### config.mk
export PLATFORM = sky130hd
export DESIGN_NAME = load_store_unit_flat
export DESIGN_NICKNAME = d
export VERILOG_FILES = /design/src/rtl/load_store_unit_if.sv /design/src/rtl/load_store_unit.sv /design/src/flat_wrapper.sv
export SDC_FILE = /design/constraint.sdc
export NUM_CORES = 1
export LEC_CHECK = 0
export CAP_MARGIN = 20
export CORE_MARGIN = 4
export CORE_UTILIZATION = 49
export CTS_CLUSTER_DIAMETER = 200
export CTS_CLUSTER_SIZE = 12
export DETAILED_ROUTE_END_ITERATION = 12
export HOLD_SLACK_MARGIN = 0.03
export PLACE_DENSITY = 0.82
export SYNTH_ARGS = -nofsm -noshare
export SYNTH_HDL_FRONTEND = slang
export SYNTH_SLANG_ARGS = --single-unit
### constraint.sdc
create_clock -name clk -period 2.9 [get_ports clk]
set_clock_uncertainty 0.15 [all_clocks]
set_input_delay 0.58 -clock clk [delete_from_list [all_inputs] [get_ports clk]]
set_output_delay 0.58 -clock clk [all_outputs]
set_load 0.02 [all_outputs]
### src/rtl/load_store_unit_if.sv
// Bus between the pipeline, the load/store unit and the word-only data memory.
// The master side is the pipeline plus memory; the slave side is the LSU.
interface load_store_unit_if #(
  parameter int ADDR_BITS  = 12,
  parameter int DATA_WIDTH = 32
);
  logic                  req_valid;
  logic                  req_ready;
  logic                  req_store;
  logic [2:0]            req_funct3;
  logic [ADDR_BITS-1:0]  req_addr;
  logic [DATA_WIDTH-1:0] req_wdata;
  logic                  resp_valid;
  logic [DATA_WIDTH-1:0] resp_rdata;
  logic                  resp_fault;
  logic [ADDR_BITS-1:0]  mem_address;
  logic                  mem_write;
  logic [DATA_WIDTH-1:0] mem_write_data;
  logic [DATA_WIDTH-1:0] mem_read_data;

  modport master (
    output req_valid, req_store, req_funct3, req_addr, req_wdata, mem_read_data,
    input  req_ready, resp_valid, resp_rdata, resp_fault,
           mem_address, mem_write, mem_write_data
  );

  modport slave (
    input  req_valid, req_store, req_funct3, req_addr, req_wdata, mem_read_data,
    output req_ready, resp_valid, resp_rdata, resp_fault,
           mem_address, mem_write, mem_write_data
  );
endinterface

### src/rtl/load_store_unit.sv
// Load/store unit for a word-only, 1-cycle-latency sync-read data memory.
// Sub-word stores are done as read-modify-write; one request in flight.
//
// state       | meaning
// S_IDLE      | accept requests; SW writes directly, faults respond immediately
// S_LOAD_WAIT | read data arriving; extract and extend the addressed lane
// S_RMW_MERGE | read data arriving; merge store byte/half into the word
// S_RMW_WRITE | write the merged word back to the latched address
module load_store_unit #(
  parameter int ADDR_BITS  = 12,
  parameter int DATA_WIDTH = 32
) (
  input logic         clk,
  input logic         rst_n,
  load_store_unit_if.slave bus
);

  typedef enum logic [1:0] {
    S_IDLE,
    S_LOAD_WAIT,
    S_RMW_MERGE,
    S_RMW_WRITE
  } state_t;

  state_t                r_state;
  state_t                w_next;
  logic [ADDR_BITS-1:0]  r_addr;
  logic [2:0]            r_funct3;
  logic [15:0]           r_wdata;
  logic [DATA_WIDTH-1:0] r_merged;
  logic                  r_resp_valid;
  logic [DATA_WIDTH-1:0] r_resp_rdata;
  logic                  r_resp_fault;

  logic                  w_accept;
  logic                  w_legal;
  logic                  w_misalign;
  logic                  w_fault;
  logic                  w_is_sw;
  logic                  w_req_ready;
  logic                  w_mem_write;
  logic [DATA_WIDTH-1:0] w_mem_wdata;
  logic [ADDR_BITS-1:0]  w_mem_addr;
  logic [4:0]            w_shift;
  logic [DATA_WIDTH-1:0] w_lane;
  logic [DATA_WIDTH-1:0] w_load_data;
  logic [DATA_WIDTH-1:0] w_mask;
  logic [DATA_WIDTH-1:0] w_ins;
  logic [DATA_WIDTH-1:0] w_merged;

  assign w_accept = bus.req_valid & w_req_ready;

  always_comb begin
    w_legal = 1'b0;
    case (bus.req_funct3)
      3'b000, 3'b001, 3'b010: w_legal = 1'b1;
      3'b100, 3'b101:         w_legal = ~bus.req_store;
      default:                w_legal = 1'b0;
    endcase
    w_misalign = ((bus.req_funct3[1:0] == 2'b01) & bus.req_addr[0]) |
                 ((bus.req_funct3[1:0] == 2'b10) & (|bus.req_addr[1:0]));
    w_fault    = ~w_legal | w_misalign;
    w_is_sw    = bus.req_store & (bus.req_funct3 == 3'b010) & ~w_fault;
  end

  // Lane extraction and merge both work on the latched address and the word now on mem_read_data.
  assign w_shift = {r_addr[1:0], 3'b000};
  assign w_lane  = bus.mem_read_data >> w_shift;

  always_comb begin
    case (r_funct3)
      3'b000:  w_load_data = {{(DATA_WIDTH-8){w_lane[7]}}, w_lane[7:0]};
      3'b001:  w_load_data = {{(DATA_WIDTH-16){w_lane[15]}}, w_lane[15:0]};
      3'b100:  w_load_data = {{(DATA_WIDTH-8){1'b0}}, w_lane[7:0]};
      3'b101:  w_load_data = {{(DATA_WIDTH-16){1'b0}}, w_lane[15:0]};
      default: w_load_data = w_lane;
    endcase
  end

  always_comb begin
    if (r_funct3[0]) begin
      w_mask = DATA_WIDTH'(16'hFFFF) << w_shift;
      w_ins  = DATA_WIDTH'(r_wdata) << w_shift;
    end else begin
      w_mask = DATA_WIDTH'(8'hFF) << w_shift;
      w_ins  = DATA_WIDTH'(r_wdata[7:0]) << w_shift;
    end
    w_merged = (bus.mem_read_data & ~w_mask) | w_ins;
  end

  always_ff @(posedge clk or negedge rst_n) begin
    if (!rst_n) r_state <= S_IDLE;
    else        r_state <= w_next;
  end

  always_comb begin
    w_next      = r_state;
    w_req_ready = 1'b0;
    w_mem_write = 1'b0;
    w_mem_wdata = '0;
    w_mem_addr  = r_addr;
    case (r_state)
      S_IDLE: begin
        w_req_ready = rst_n;
        w_mem_addr  = bus.req_addr;
        if (w_accept && !w_fault) begin
          if (!bus.req_store)     w_next = S_LOAD_WAIT;
          else if (w_is_sw) begin
            w_mem_write = 1'b1;
            w_mem_wdata = bus.req_wdata;
          end else                w_next = S_RMW_MERGE;
        end
      end
      S_LOAD_WAIT: w_next = S_IDLE;
      S_RMW_MERGE: w_next = S_RMW_WRITE;
      S_RMW_WRITE: begin
        w_mem_write = 1'b1;
        w_mem_wdata = r_merged;
        w_next      = S_IDLE;
      end
      default: w_next = S_IDLE;
    endcase
  end

  always_ff @(posedge clk or negedge rst_n) begin
    if (!rst_n) begin
      r_addr       <= '0;
      r_funct3     <= '0;
      r_wdata      <= '0;
      r_merged     <= '0;
      r_resp_valid <= 1'b0;
      r_resp_rdata <= '0;
      r_resp_fault <= 1'b0;
    end else begin
      r_resp_valid <= 1'b0;
      case (r_state)
        S_IDLE: begin
          if (w_accept) begin
            r_addr   <= bus.req_addr;
            r_funct3 <= bus.req_funct3;
            r_wdata  <= bus.req_wdata[15:0];
            if (w_fault || w_is_sw) begin
              r_resp_valid <= 1'b1;
              r_resp_rdata <= '0;
              r_resp_fault <= w_fault;
            end
          end
        end
        S_LOAD_WAIT: begin
          r_resp_valid <= 1'b1;
          r_resp_rdata <= w_load_data;
          r_resp_fault <= 1'b0;
        end
        S_RMW_MERGE: r_merged <= w_merged;
        S_RMW_WRITE: begin
          r_resp_valid <= 1'b1;
          r_resp_rdata <= '0;
          r_resp_fault <= 1'b0;
        end
        default: ;
      endcase
    end
  end

  assign bus.req_ready      = w_req_ready;
  assign bus.mem_address    = w_mem_addr;
  assign bus.mem_write      = w_mem_write;
  assign bus.mem_write_data = w_mem_wdata;
  assign bus.resp_valid     = r_resp_valid;
  assign bus.resp_rdata     = r_resp_rdata;
  assign bus.resp_fault     = r_resp_fault;

endmodule

### src/flat_wrapper.sv
// flat-port wrapper written by rule: the top's interface ports become plain ports
module load_store_unit_flat 
#(
  parameter int ADDR_BITS  = 12,
  parameter int DATA_WIDTH = 32
)
  (clk, rst_n, bus_req_valid, bus_req_store, bus_req_funct3, bus_req_addr, bus_req_wdata, bus_mem_read_data, bus_req_ready, bus_resp_valid, bus_resp_rdata, bus_resp_fault, bus_mem_address, bus_mem_write, bus_mem_write_data);
  load_store_unit_if #(.ADDR_BITS(ADDR_BITS), .DATA_WIDTH(DATA_WIDTH)) bus_i ();
  input logic clk;
  input logic rst_n;
  input wire logic [$bits(bus_i.req_valid)-1:0] bus_req_valid;
  input wire logic [$bits(bus_i.req_store)-1:0] bus_req_store;
  input wire logic [$bits(bus_i.req_funct3)-1:0] bus_req_funct3;
  input wire logic [$bits(bus_i.req_addr)-1:0] bus_req_addr;
  input wire logic [$bits(bus_i.req_wdata)-1:0] bus_req_wdata;
  input wire logic [$bits(bus_i.mem_read_data)-1:0] bus_mem_read_data;
  output wire logic [$bits(bus_i.req_ready)-1:0] bus_req_ready;
  output wire logic [$bits(bus_i.resp_valid)-1:0] bus_resp_valid;
  output wire logic [$bits(bus_i.resp_rdata)-1:0] bus_resp_rdata;
  output wire logic [$bits(bus_i.resp_fault)-1:0] bus_resp_fault;
  output wire logic [$bits(bus_i.mem_address)-1:0] bus_mem_address;
  output wire logic [$bits(bus_i.mem_write)-1:0] bus_mem_write;
  output wire logic [$bits(bus_i.mem_write_data)-1:0] bus_mem_write_data;
  assign bus_i.req_valid = bus_req_valid;
  assign bus_i.req_store = bus_req_store;
  assign bus_i.req_funct3 = bus_req_funct3;
  assign bus_i.req_addr = bus_req_addr;
  assign bus_i.req_wdata = bus_req_wdata;
  assign bus_i.mem_read_data = bus_mem_read_data;
  assign bus_req_ready = bus_i.req_ready;
  assign bus_resp_valid = bus_i.resp_valid;
  assign bus_resp_rdata = bus_i.resp_rdata;
  assign bus_resp_fault = bus_i.resp_fault;
  assign bus_mem_address = bus_i.mem_address;
  assign bus_mem_write = bus_i.mem_write;
  assign bus_mem_write_data = bus_i.mem_write_data;
  load_store_unit #(.ADDR_BITS(ADDR_BITS), .DATA_WIDTH(DATA_WIDTH)) u_core (.clk(clk), .rst_n(rst_n), .bus(bus_i));
endmodule
# ---- After elaboration in Yosys (flattened, before gate mapping)
# Index checks and enable logic that the tools add are counted.
dict set report word_totals {
  ff_bits 99
  latchBits 0
  ramBits 0
  romBits 0
  out_inout_bits 80
  elab_cells 85
  memories 0
}
dict set report classes {
  addsub 0
  mul 0
  div_mod_pow 0
  order_cmp 0
  eq_ne 16
  shifts 5
  mux 27
  bitwise 13
  n_reduce_logical 16
}
# cell n
set op_table {}
lappend op_table {{$mux 32} 7}
lappend op_table {{$pmux 32 s4} 1}
lappend op_table {{$pmux 32 s3} 1}
lappend op_table {{$pmux 32 s2} 1}
lappend op_table {{$and 32x32->32} 1}
lappend op_table {{$not 32->32} 1}
lappend op_table {{$or 32x32->32} 1}
lappend op_table {{$shl 16x5->32} 1}
lappend op_table {{$shl 16x5->32 const A} 1}
lappend op_table {{$shl 8x5->32} 1}
lappend op_table {{$shl 8x5->32 const A} 1}
lappend op_table {{$shr 32x5->32} 1}
lappend op_table {{$eq 3x3->1 const B} 4}
lappend op_table {{$mux 12} 1}
lappend op_table {{$mux 1} 8}
lappend op_table {{$pmux 1 s2} 4}
lappend op_table {{$eq 2x2->1 const B} 3}
lappend op_table {{$eq 3x1->1 const B} 2}
lappend op_table {{$logic_not 3->1} 2}
lappend op_table {{$mux 2} 3}
lappend op_table {{$ne 2x1->1 const B} 3}
lappend op_table {{$pmux 2 s3} 1}
lappend op_table {{$reduce_and 3->1} 2}
lappend op_table {{$reduce_or 2->1} 3}
lappend op_table {{14 further kinds} 23}

# ---- Logic depth before layout (Yosys ltp)
# Gate-level depths: netlist (run 1).
dict set report logic_depth {
  ltp_word 11
  mapped_depth 8
  ltp_nobuf 6
}

# ---- Least setup slack after synthesis (run 1)
# No wires, ideal clock.
dict set report synth_timing {
  kind {input-to-output}
  startpoint {input bus_req_funct3[0]}
  endpoint {output bus_mem_write_data[0]}
  arrival_time_ns 1.778
  path_slack_ns 0.392
  path_stages 5
  path_buffers 1
  cell_sequence {nor4_4 -> nor2_1 -> nor4_4 -> buf_2 -> a22o_1}
}
dict set report synth_via {
  elab_chain_cells 11
}
# element line_no
set synth_rtl {}
lappend synth_rtl {{start: declaration} flat_wrapper.sv:13} ;# input wire logic [$bits(bus_i.req_funct3)-1:0] bus_req_funct3;
lappend synth_rtl {{$eq 3x1->1, or another cell as far along} load_store_unit.sv:55} ;# case (bus.req_funct3)
lappend synth_rtl {{$reduce_or 3->1 or $reduce_or 2->1 (tied branches)} load_store_unit.sv:55}
lappend synth_rtl {{$pmux 1 s2} load_store_unit.sv:55}
lappend synth_rtl {{$not 1->1} load_store_unit.sv:62} ;# w_fault = ~w_legal | w_misalign;
lappend synth_rtl {{$or 1x1->1} load_store_unit.sv:62}
lappend synth_rtl {{$not 1->1} load_store_unit.sv:63} ;# w_is_sw = bus.req_store & (bus.req_funct3 == 3'b010) & ~w_fault;
lappend synth_rtl {{$and 1x1->1} load_store_unit.sv:63}
lappend synth_rtl {{$mux 32} load_store_unit.sv:108} ;# else if (w_is_sw) begin
lappend synth_rtl {{$mux 32} load_store_unit.sv:107} ;# if (!bus.req_store) w_next = S_LOAD_WAIT;
lappend synth_rtl {{$mux 32 (*)} load_store_unit.sv:106} ;# if (w_accept && !w_fault) begin
lappend synth_rtl {{$pmux 32 s2 (*)} load_store_unit.sv:102} ;# case (r_state)
lappend synth_rtl {{end: declaration} flat_wrapper.sv:23} ;# output wire logic [$bits(bus_i.mem_write_data)-1:0] bus_mem_write_data;
# Every way passes the cells marked *; elsewhere a longest branch is shown, timed or not.

# ---- Worst setup path after layout (run 1)
dict set report layout_timing {
  startpoint {register u_core.r_state[0]}
  endpoint {output bus_mem_address[4]}
}
dict set report layout_via {
  elab_chain_cells 2
}
# element line_no
set layout_rtl {}
lappend layout_rtl {{start: declaration} load_store_unit.sv:25} ;# state_t r_state;
lappend layout_rtl {{start signal: assignment} load_store_unit.sv:93} ;# else r_state <= w_next;
lappend layout_rtl {{$logic_not 2->1} load_store_unit.sv:102}
lappend layout_rtl {{$mux 12} load_store_unit.sv:102}
lappend layout_rtl {{end: declaration} flat_wrapper.sv:21} ;# output wire logic [$bits(bus_i.mem_address)-1:0] bus_mem_address;
# No other way between the ends.

==> metrics.yaml, run 1 <==
clock_network:
  cts_tree: "built"
  clock-sinks: 99
  clock_path_buffers: 2
  cts_made_buffers: 9
  cts.clk_slew.worst_paths_ps: 70
  worstSkewPairLatency_ps: 340
  cts-root-buf: "clkbuf_16"
  htree_num_levels: 3
run_status:
  status: "finished clean"
setup_path:
  critPathKind: "reg2out"
  arrival_ps: 2100
  crit_path_end_kind: "primary output"
  crit_fanout: 19
  slowest_delay_ps: 540
  crit_required_ps: 2170
  reg2regPathDepth: 5
  cp_slowest_cell: "clkdlybuf4s50_1"
  cp-start-kind: "flop"
  worstPathCellList: "inv_2 -> ha_4 -> buf_6 -> mux2_2 -> clkdlybuf4s50_1"
route:
  antenna_left: 0
  vias_per_cell: 5.957
  wl_per_cell_um: 20.51
  wl_um: 17740
  drc: 0
  initialDrtViolationCount: 439
  vias: 5153
  drt_pass1_iterations: 5
logic_synthesis:
  synth-edff-count: 0
  ys_seq_area_share_pct: 43.11
  yosysUniqueCellTypes: 44
  synth_seq_cells: 99
  synth_top_family_by_area: "multiplexers"
  synth-simple-area-share_pct: 7.163
  synth_top_area_share_pct: 43.11
  synth_nets: 649
  synthTopCellsByCount: "dfrtp_1 (99), mux2_2 (67), mux2i_1 (47)"
  synth_top_cell_by_area: "dfrtp_1"
  ys_warn_count: 0
  syn_area_per_cell_um2: 10.23
  synth_compound_area_share_pct: 20.01
  synth_xor_area_share_pct: 0.1524
  synth.most_common_cell: "dfrtp_1"
  synthFlopType: "dfrtp_1"
  synth_fa_ha_area_share_pct: 0.8709
  synthCells: 562
  synth-async-reset-ratio_pct: 100.0
  synth_area_um2: 5747
  synthTopCellsByArea: "dfrtp_1 (43%), mux2_2 (13%), mux2i_1 (8.2%)"
  synthMuxAreaShare_pct: 21.71
hold_path:
  min_path_type: "in2async"
die:
  die_h_um: 116.3
  rows: 39
  core_um2: 11470
  initial_core_util_pct: 50.11
  die_w_um: 116.3
  die-area_um2: 13520
  io_pins: 163
sta:
  fin_tns_setup_ps: 0
  hold_slack_ps: 185.3
  worst_slew_pin_slew_ps: 633.4
  max_freq_mhz: 353.2
  finalHoldViolCount: 0
  fin_crit_ps: 2831
  setup_viol: 0
  fin_crit_sh_pct: 97.63
  slew_headroom_pct: 57.77
  drv_slew: 0
global_routing:
  grt_pass1_vias: 5296
  gr-usage-all-layers_pct: 26.58
  antenna_found_initial: 0
  grt_pass1_wl_um: 27760
  grt.overflow.total: 0
  grt_max_degree: 102
job:
  cap_violations: 0
cells_and_area:
  design_area_um2: 7790
  drive_gt1_share_pct: 22.99
  layout.nets: 804
  synthToLayoutAreaGrowth_pct: 35.55
  antennaDiodeCount: 0
power_and_ir_drop:
  p_per_area_nw_per_um2: 1125
  ir_drop_v: 0.0006159
  p_total_w: 0.008767
  leakage_nw: 3.402
place:
  gp_congestion: 0.8420
  place_area_um2: 7538
  dpl.hpwl_um: 12480
  portBuffers: 162
## report_power, final
part	leakage (nW)	internal [W]	total, W	switching [W]
sequential	1.22	0.00205	0.00262	0.000573
combinational	2.03	0.00230	0.00494	0.00264
clock	0.149	0.000668	0.00120	0.000537
## final cells by class
cell class	instances	area, um^2
fillers	883	3677
multi-input cells	368	2904
flip-flops and latches	99	2479
repair buffers	192	1759
clock buffers	9	225.2
well taps	143	178.9
inverters	47	176.4
clock inverters	7	67.56
## sequential cells by signal (all words and copies together) (netlist names)
signal,cells
u_core.bus.resp_fault,1
u_core.bus.resp_rdata,32
u_core.bus.resp_valid,1
u_core.r_addr,12
u_core.r_funct3,3
u_core.r_merged,32
u_core.r_state,2
u_core.r_wdata,16
## layout by cell type (no fill, tap or decap), types with 8 or more instances in the layout
| cell type | count |
|---|---|
| mux2_2 | 67 |
| inv_1 | 44 |
| clkbuf_16 | 9 |
| dfrtp_1 | 98 |
| nand2_1 | 41 |
| clkbuf_2 | 18 |
| mux2i_1 | 47 |
| nor2_1 | 30 |
| o32ai_1 | 8 |
| o21ai_0 | 24 |
| buf_2 | 11 |
| a32o_1 | 16 |
| a22o_1 | 32 |
| o211ai_1 | 22 |
| buf_4 | 29 |
| clkdlybuf4s50_1 | 120 |
| a21oi_1 | 43 |
## per-layer routing
metal | vias up | global-route usage (%) | wire length (um)
met5 | - | 0 | 0
met4 | 0 | 11.83 | 694
met1 | 2486 | 34.29 | 7110
met2 | 257 | 42.52 | 8381
met3 | 62 | 6.528 | 1556
li1 | 2348 | - | -
## cells by family after synthesis
logic type                 Yosys count
adders and majority gates            4
and+or+nand+nor                     88
buffers and inverters               95
AOI/OAI and AO/OA                  160
xor gates and xnor gates             1
DFF                                 99
muxes                              115
## per-stage QoR
stage               worst slack, ps  std cells  util, %
floorplan                     392.1        562        -
global placement             -630.4        839    65.74
detailed placement           -698.5        839    65.74
CTS                         0.05196        861    68.60
global route                 -5.368        865    67.93
finish                        68.83        865    67.93
## path summary, 6_finish.rpt
kind	from	endpoint	slack (ps)
min reg2reg	u_core.bus.resp_rdata[18]$_DFFE_PN0P_	u_core.bus.resp_rdata[18]$_DFFE_PN0P_	350
max	u_core.r_state[0]$_DFFE_PN0P_	bus_mem_address[4]	70
max in group asynchronous	rst_n	u_core.r_addr[0]$_DFFE_PN0P_	1960
min	rst_n	u_core.r_merged[6]$_DFFE_PN0P_	190
min in group clk	u_core.bus.resp_rdata[18]$_DFFE_PN0P_	u_core.bus.resp_rdata[18]$_DFFE_PN0P_	350
max reg2reg	u_core.r_addr[0]$_DFFE_PN0P_	u_core.r_merged[30]$_DFFE_PN0P_	490
## worst max-delay path, delay by kind of cell, from the launching register on
kind                       cells  cell delay [ps]
DFF                            1              410
adders and majority gates      1              150
buffers and inverters          3              830
muxes                          1              360
## repair_timing
| action | 4_1_cts | 5_1_grt |
|---|---|---|
| cloned | 1 | 0 |
| hold buffers | 0 | 0 |
| setup buffers | 5 | 4 |
| pin swaps | 5 | 6 |
| setup endpoints to repair | 44 | 43 |
| endpoints found under the hold margin | 0 | 0 |
| resized for setup | 121 | 23 |
Note: power is estimated with default switching activity, not from simulation.
==> run 2, diff against run 1 <==
- ABC_CLOCK_PERIOD_IN_PS: unset -> 2900
==> results of run 2 <==
No change in the layout: final DEF, timing and power equal those of run 1.
==> edit 1 (settings of run 1) <==
Encoding of `state_t`: now Gray code (2 bits for 4 states).
--- a/src/rtl/load_store_unit.sv
+++ b/src/rtl/load_store_unit.sv
@@ -18,6 +18,6 @@
   typedef enum logic [1:0] {
-    S_IDLE,
-    S_LOAD_WAIT,
-    S_RMW_MERGE,
-    S_RMW_WRITE
+    S_IDLE      = 2'b00,
+    S_LOAD_WAIT = 2'b01,
+    S_RMW_MERGE = 2'b11,
+    S_RMW_WRITE = 2'b10
   } state_t;
Check against the original RTL: same outputs for any inputs over 4 cycles, from zero or initial values and one cycle with rst_n low; so few cycles prove little.
==> edit 1 against run 1 <==
  * Total power is 12% lower
  * Largest cell class unchanged
  * Final area fell by 0.77%
  * Wire length rose by 2.9%
  * Area after synthesis decreased by 0.59%
  * Sequential share of layout area rose by 0.25 points
  * Highest routed layer unchanged
  * Worst setup slack gained 0.020 ns
  * Sequential cell count unchanged
==> edit 1: results (changes against run 1) <==
ys_types: 49  # +11%
synth.net_count: 693  # +6.8%
regToRegSetupSlack_ns: 0.41  # -0.08 ns
synthTopCellsByCount: "130 x nand2_1, 99 x dfrtp_1, 41 x mux2i_1"
status: "finished clean"
rr_endpoint: "u_core.bus.resp_rdata[21]"
drive_gt1_share_pct: 16.6  # -6.4 points
critPathArrivalTime_ns: 2.08  # -0.02 ns
fin_nets: 842  # +4.7%
grt_max_degree: 56  # -45%
place_congestion: 0.880  # +4.5%
portBuffers: 162  # unchanged
grt_pass1_wl_um: 28600  # +3.0%
rr_worst_depth: 9  # +4
fill_cells: 923  # +4.5%
maxSlewHeadroom_pct: 52.9  # -4.9 points
cts-htree-levels: 3  # unchanged
ys_top_cells_by_area: "dfrtp_1 43%, nand2_1 8.5%, mux2i_1 7.2%, mux2_2 6.9%, a22o_1 5.1%"
grt_pass1_vias: 5360  # +1.2%
antenna_cells: 0  # unchanged
drt_wl_total_um: 18300  # +2.9%
r2r-start: "u_core.r_state[0]"
hpwl_um: 13300  # +6.7%
grt.total_usage_pct: 27.3  # +0.76 points
drtIter0Drc: 309  # -30%
yosysMostFrequentCell: "nand2_1"
antenna_found_initial: 0  # unchanged
seq_area_frac_synth_pct: 43.4  # +0.25 points
peakVddDrop_v: 0.000510  # -17%
slowest_stage: "a221oi_4"
critPathMaxStageDelay_ns: 0.32  # -0.22 ns
cp_max_fo: 17  # -2
whs_ns: 0.0554  # -0.130 ns
leakagePower_uw: 0.00368  # +8.2%
vias: 5251  # +1.9%
-- edit 1: cell type report --
| type | instances | area [um^2] | area share [%] |
|---|---|---|---|
| multi-input combinational | 426 | 2890 | 37.4 |
| sequential | 99 | 2480 | 32.1 |
| timing repair buffer | 190 | 1740 | 22.5 |
| clock buffer | 10 | 239 | 3.09 |
| tap | 143 | 179 | 2.31 |
| inverter | 29 | 109 | 1.41 |
| clock inverter | 6 | 87.6 | 1.13 |
-- edit 1: routing by layer --
metal | global-route usage, % | up-vias | wire [um]
li1 | - | 2445 | -
met1 | 35.3 | 2542 | 7400
met2 | 47.1 | 240 | 9050
met3 | 5.85 | 24 | 1550
met4 | 6.65 | 0 | 254
met5 | 0 | - | 0
-- edit 1: stage by stage --
step	cell area [um^2]	setup slack [ns]	utilization [%]	instances
after floorplan	5710	0.456	-	606
after global placement	7490	-0.551	65.6	882
after detailed placement	7490	-0.645	65.6	882
after CTS	7800	0.00282	68.3	903
after global routing	7730	0.000132	67.7	903
final	7730	0.0886	67.7	903
-- edit 1: repair_timing --
action,in CTS,in global routing
gates resized for setup,129,33
gates cloned,1,0
endpoints found under the setup margin,44,41
pin swaps,3,2
setup buffers,4,0
-- edit 1: worst max-delay path by stage --
stage	startpoint	end	slack, ns
4_1_cts	u_core.r_state[0]	bus_mem_address[4]	0.003
5_1_grt	bus_req_store	bus_mem_write_data[26]	0.0001
6_report	bus_req_store	bus_mem_write_data[15]	0.09
3_3_place_gp	bus_req_funct3[2]	bus_mem_write_data[3]	-0.55
3_5_place_dp	bus_req_funct3[0]	bus_mem_write_data[15]	-0.65
2_1_floorplan	bus_req_funct3[0]	bus_mem_write_data[16]	0.46
-- edit 1: cells by family (layout without fill, tap and decap cells) --
kind of cell	count (synthesis)	after routing	synth area share, %
flops	99	99	43.4
mux	78	78	14.7
fa+ha+maj	4	4	0.876
buf+inv	81	235	6.13
simple gates	183	183	14.0
compound gates	161	161	21.0
-- edit 1: worst register-to-register path, stage by stage, from the launching register on --
cell,delay [ns]
dfrtp_1,0.40
inv_1,0.11
ha_1,0.21
nand3_1,0.16
buf_4,0.30
nor3_1,0.32
o21ai_2,0.14
buf_12,0.17
buf_4,0.20
a32o_1,0.22
-- edit 1: power breakdown --
group          switching, uW  internal, uW  leakage [uW]
clock network            537           782      0.000163
logic                   2250          1710       0.00227
registers                513          1900       0.00124
total                   3300          4390       0.00368
==> edit 2 (config.mk and constraints of run 1) <==
Without the edit above. `ADDR_BITS` is set to 12 in 3 places; all go to 10.
--- a/src/rtl/load_store_unit_if.sv
+++ b/src/rtl/load_store_unit_if.sv
@@ -3,3 +3,3 @@
 interface load_store_unit_if #(
-  parameter int ADDR_BITS  = 12,
+  parameter int ADDR_BITS  = 10,
   parameter int DATA_WIDTH = 32
--- a/src/rtl/load_store_unit.sv
+++ b/src/rtl/load_store_unit.sv
@@ -9,3 +9,3 @@
 module load_store_unit #(
-  parameter int ADDR_BITS  = 12,
+  parameter int ADDR_BITS  = 10,
   parameter int DATA_WIDTH = 32
--- a/src/flat_wrapper.sv
+++ b/src/flat_wrapper.sv
@@ -3,3 +3,3 @@
 #(
-  parameter int ADDR_BITS  = 12,
+  parameter int ADDR_BITS  = 10,
   parameter int DATA_WIDTH = 32
Ports: changed (resized bus_mem_address and bus_req_addr); port bits go from 163 to 159. The function was not compared with the original's and may differ.
==> edit 2 against run 1 <==
  * Total power shrank 1.2%
  * Wire length grew 3.3%
  * Synthesized cell count shrank 3.9%
  * Combinational power shrank 4%
  * Worst hold slack lost 0.00057 ns
  * Final cell count shrank 2.3%
  * Worst setup slack gained 0.0076 ns
  * First-iteration DRC count shrank 32%
  * Area after synthesis shrank 0.98%
  * Final area grew 0.11%
  * Sequential cell count shrank 2
  * Sequential power shrank 3%
==> edit 2: results (changes against run 1) <==
critPathMaxStageDelay_ns: 0.31  # -0.23 ns
wl_met2_um: 8730  # +4.2%
use_met3_pct: 5.48  # -1.0 points
cts_buffer_depth: 2  # unchanged
routed.top_layer: "met4"
fill_cells: 891  # +0.91%
ys_warn_count: 0  # unchanged
grt_max_degree: 100  # -2.0%
antenna_found_initial: 0  # unchanged
dr.pass1.iters: 7  # +2
dp_cells: 820  # -2.3%
post_dp_cell_area_um2: 7460  # -1.0%
rr_worst_depth: 5  # unchanged
post-place-ws_ns: -0.717  # -0.0186 ns
ys_top_cells_by_area: "dfrtp_1 43%, mux2_2 12%, mux2i_1 7.0%, a22o_1 5.1%, o211ai_1 3.0%"
seq_area_frac_synth_pct: 42.7  # -0.45 points
fmax_ghz: 0.354  # +0.27%
place_congestion: 0.887  # +5.3%
drive_gt1_share_pct: 24.1  # +1.1 points
rr_endpoint: "u_core.r_merged[25]"
grt_pass1_vias: 5155  # -2.7%
portBuffers: 158  # -2.5%
fin_nets: 783  # -2.6%
status: "finished clean"
cts_root_buffer: "clkbuf_16"
synthTopCellsByCount: "97 x dfrtp_1, 63 x mux2_2, 41 x nand2_1"
critPathArrivalTime_ns: 2.09
vias_per_cell: 5.99  # +0.54%
synth.net_count: 625  # -3.7%
synthAdderAreaFrac_pct: 0.880  # +0.0086 points
ys_types: 47  # +6.8%
regToRegSetupSlack_ns: 0.59  # +0.10 ns
peakVddDrop_v: 0.000657  # +6.7%
synth_compound_area_share_pct: 21.2  # +1.2 points
worstMarginPinSlew_ns: 0.642  # +0.00858 ns
stdcell_count: 845  # -2.3%
globalRouteMet2Util_pct: 44.3  # +1.7 points
synth_cells: 540  # -3.9%
hpwl_um: 13100  # +4.7%
leakagePower_uw: 0.00350  # +3.0%
use_met1_pct: 35.9  # +1.7 points
cp_max_fo: 5  # -14
grt_pass1_wl_um: 28200  # +1.6%
drtIter0Drc: 298  # -32%
wl_met1_um: 7590  # +6.7%
slowest_stage: "a221oi_4"
synth_xor_area_share_pct: 0  # -0.15 points
drt_wl_total_um: 18300  # +3.3%
whs_ns: 0.185  # -0.000567 ns
grt.total_usage_pct: 27.1  # +0.47 points
clkTransAtPathRegs_ns: 0.06
synth_mux_area_share_pct: 19.9  # -1.8 points
route.met3.wl_um: 1550  # -0.51%
numCtsBuffers: 9  # unchanged
edit 2: changes by cell type after synthesis, sizes merged, moves of 2 or more:
| cell | before | now |
|---|---|---|
| inv | 46 | 29 |
| a211oi | 0 | 15 |
| a21oi | 43 | 29 |
| o32ai | 8 | 0 |
| a21o | 0 | 7 |
| mux2i | 47 | 40 |
| nor2b | 0 | 7 |
| o31a | 0 | 7 |
| and3 | 2 | 8 |
| nor2 | 32 | 26 |
| o21ai | 25 | 19 |
| mux2 | 67 | 63 |
| dfrtp | 99 | 97 |
edit 2: worst max-delay path by stage:
stage,from,to,slack [ns],cells past startpoint
2_1_floorplan,u_core.r_state[0],bus_mem_write,0.26,7
3_3_place_gp,bus_req_funct3[2],bus_mem_write_data[7],-0.65,7
3_5_place_dp,bus_req_funct3[2],bus_mem_write_data[28],-0.72,7
5_1_grt,bus_req_store,bus_mem_write_data[11],-0.0002,9
6_report,bus_req_store,bus_mem_write_data[8],0.08,9
4_1_cts,bus_req_valid,bus_mem_write_data[15],-0.05,8
edit 2: critical path: cells and delay by family:
kind,cells,cell delay (ns)
compound gates,2,0.42
simple gates,2,0.39
buf+inv,5,0.70
edit 2: power breakdown:
group	switching (uW)	internal, uW
combinational	2610	2160
sequential	533	1990
clock	506	862
edit 2: what timing repair did:
| item | 4_1_cts | 5_1_grt |
|---|---|---|
| gates resized for setup | 169 | 28 |
| setup buffers | 8 | 1 |
| gates cloned | 2 | 0 |
| pin swaps | 4 | 8 |
| endpoints found under the setup margin | 42 | 30 |
edit 2: layout make-up:
cell class	count	area (um^2)	share of cell area, %
timing repair buffer	194	1810	23.2
multi-input combinational	365	2920	37.5
sequential	97	2430	31.1
inverter	31	116	1.49
tap	143	179	2.29
clock inverter	5	104	1.33
clock buffer	10	239	3.06
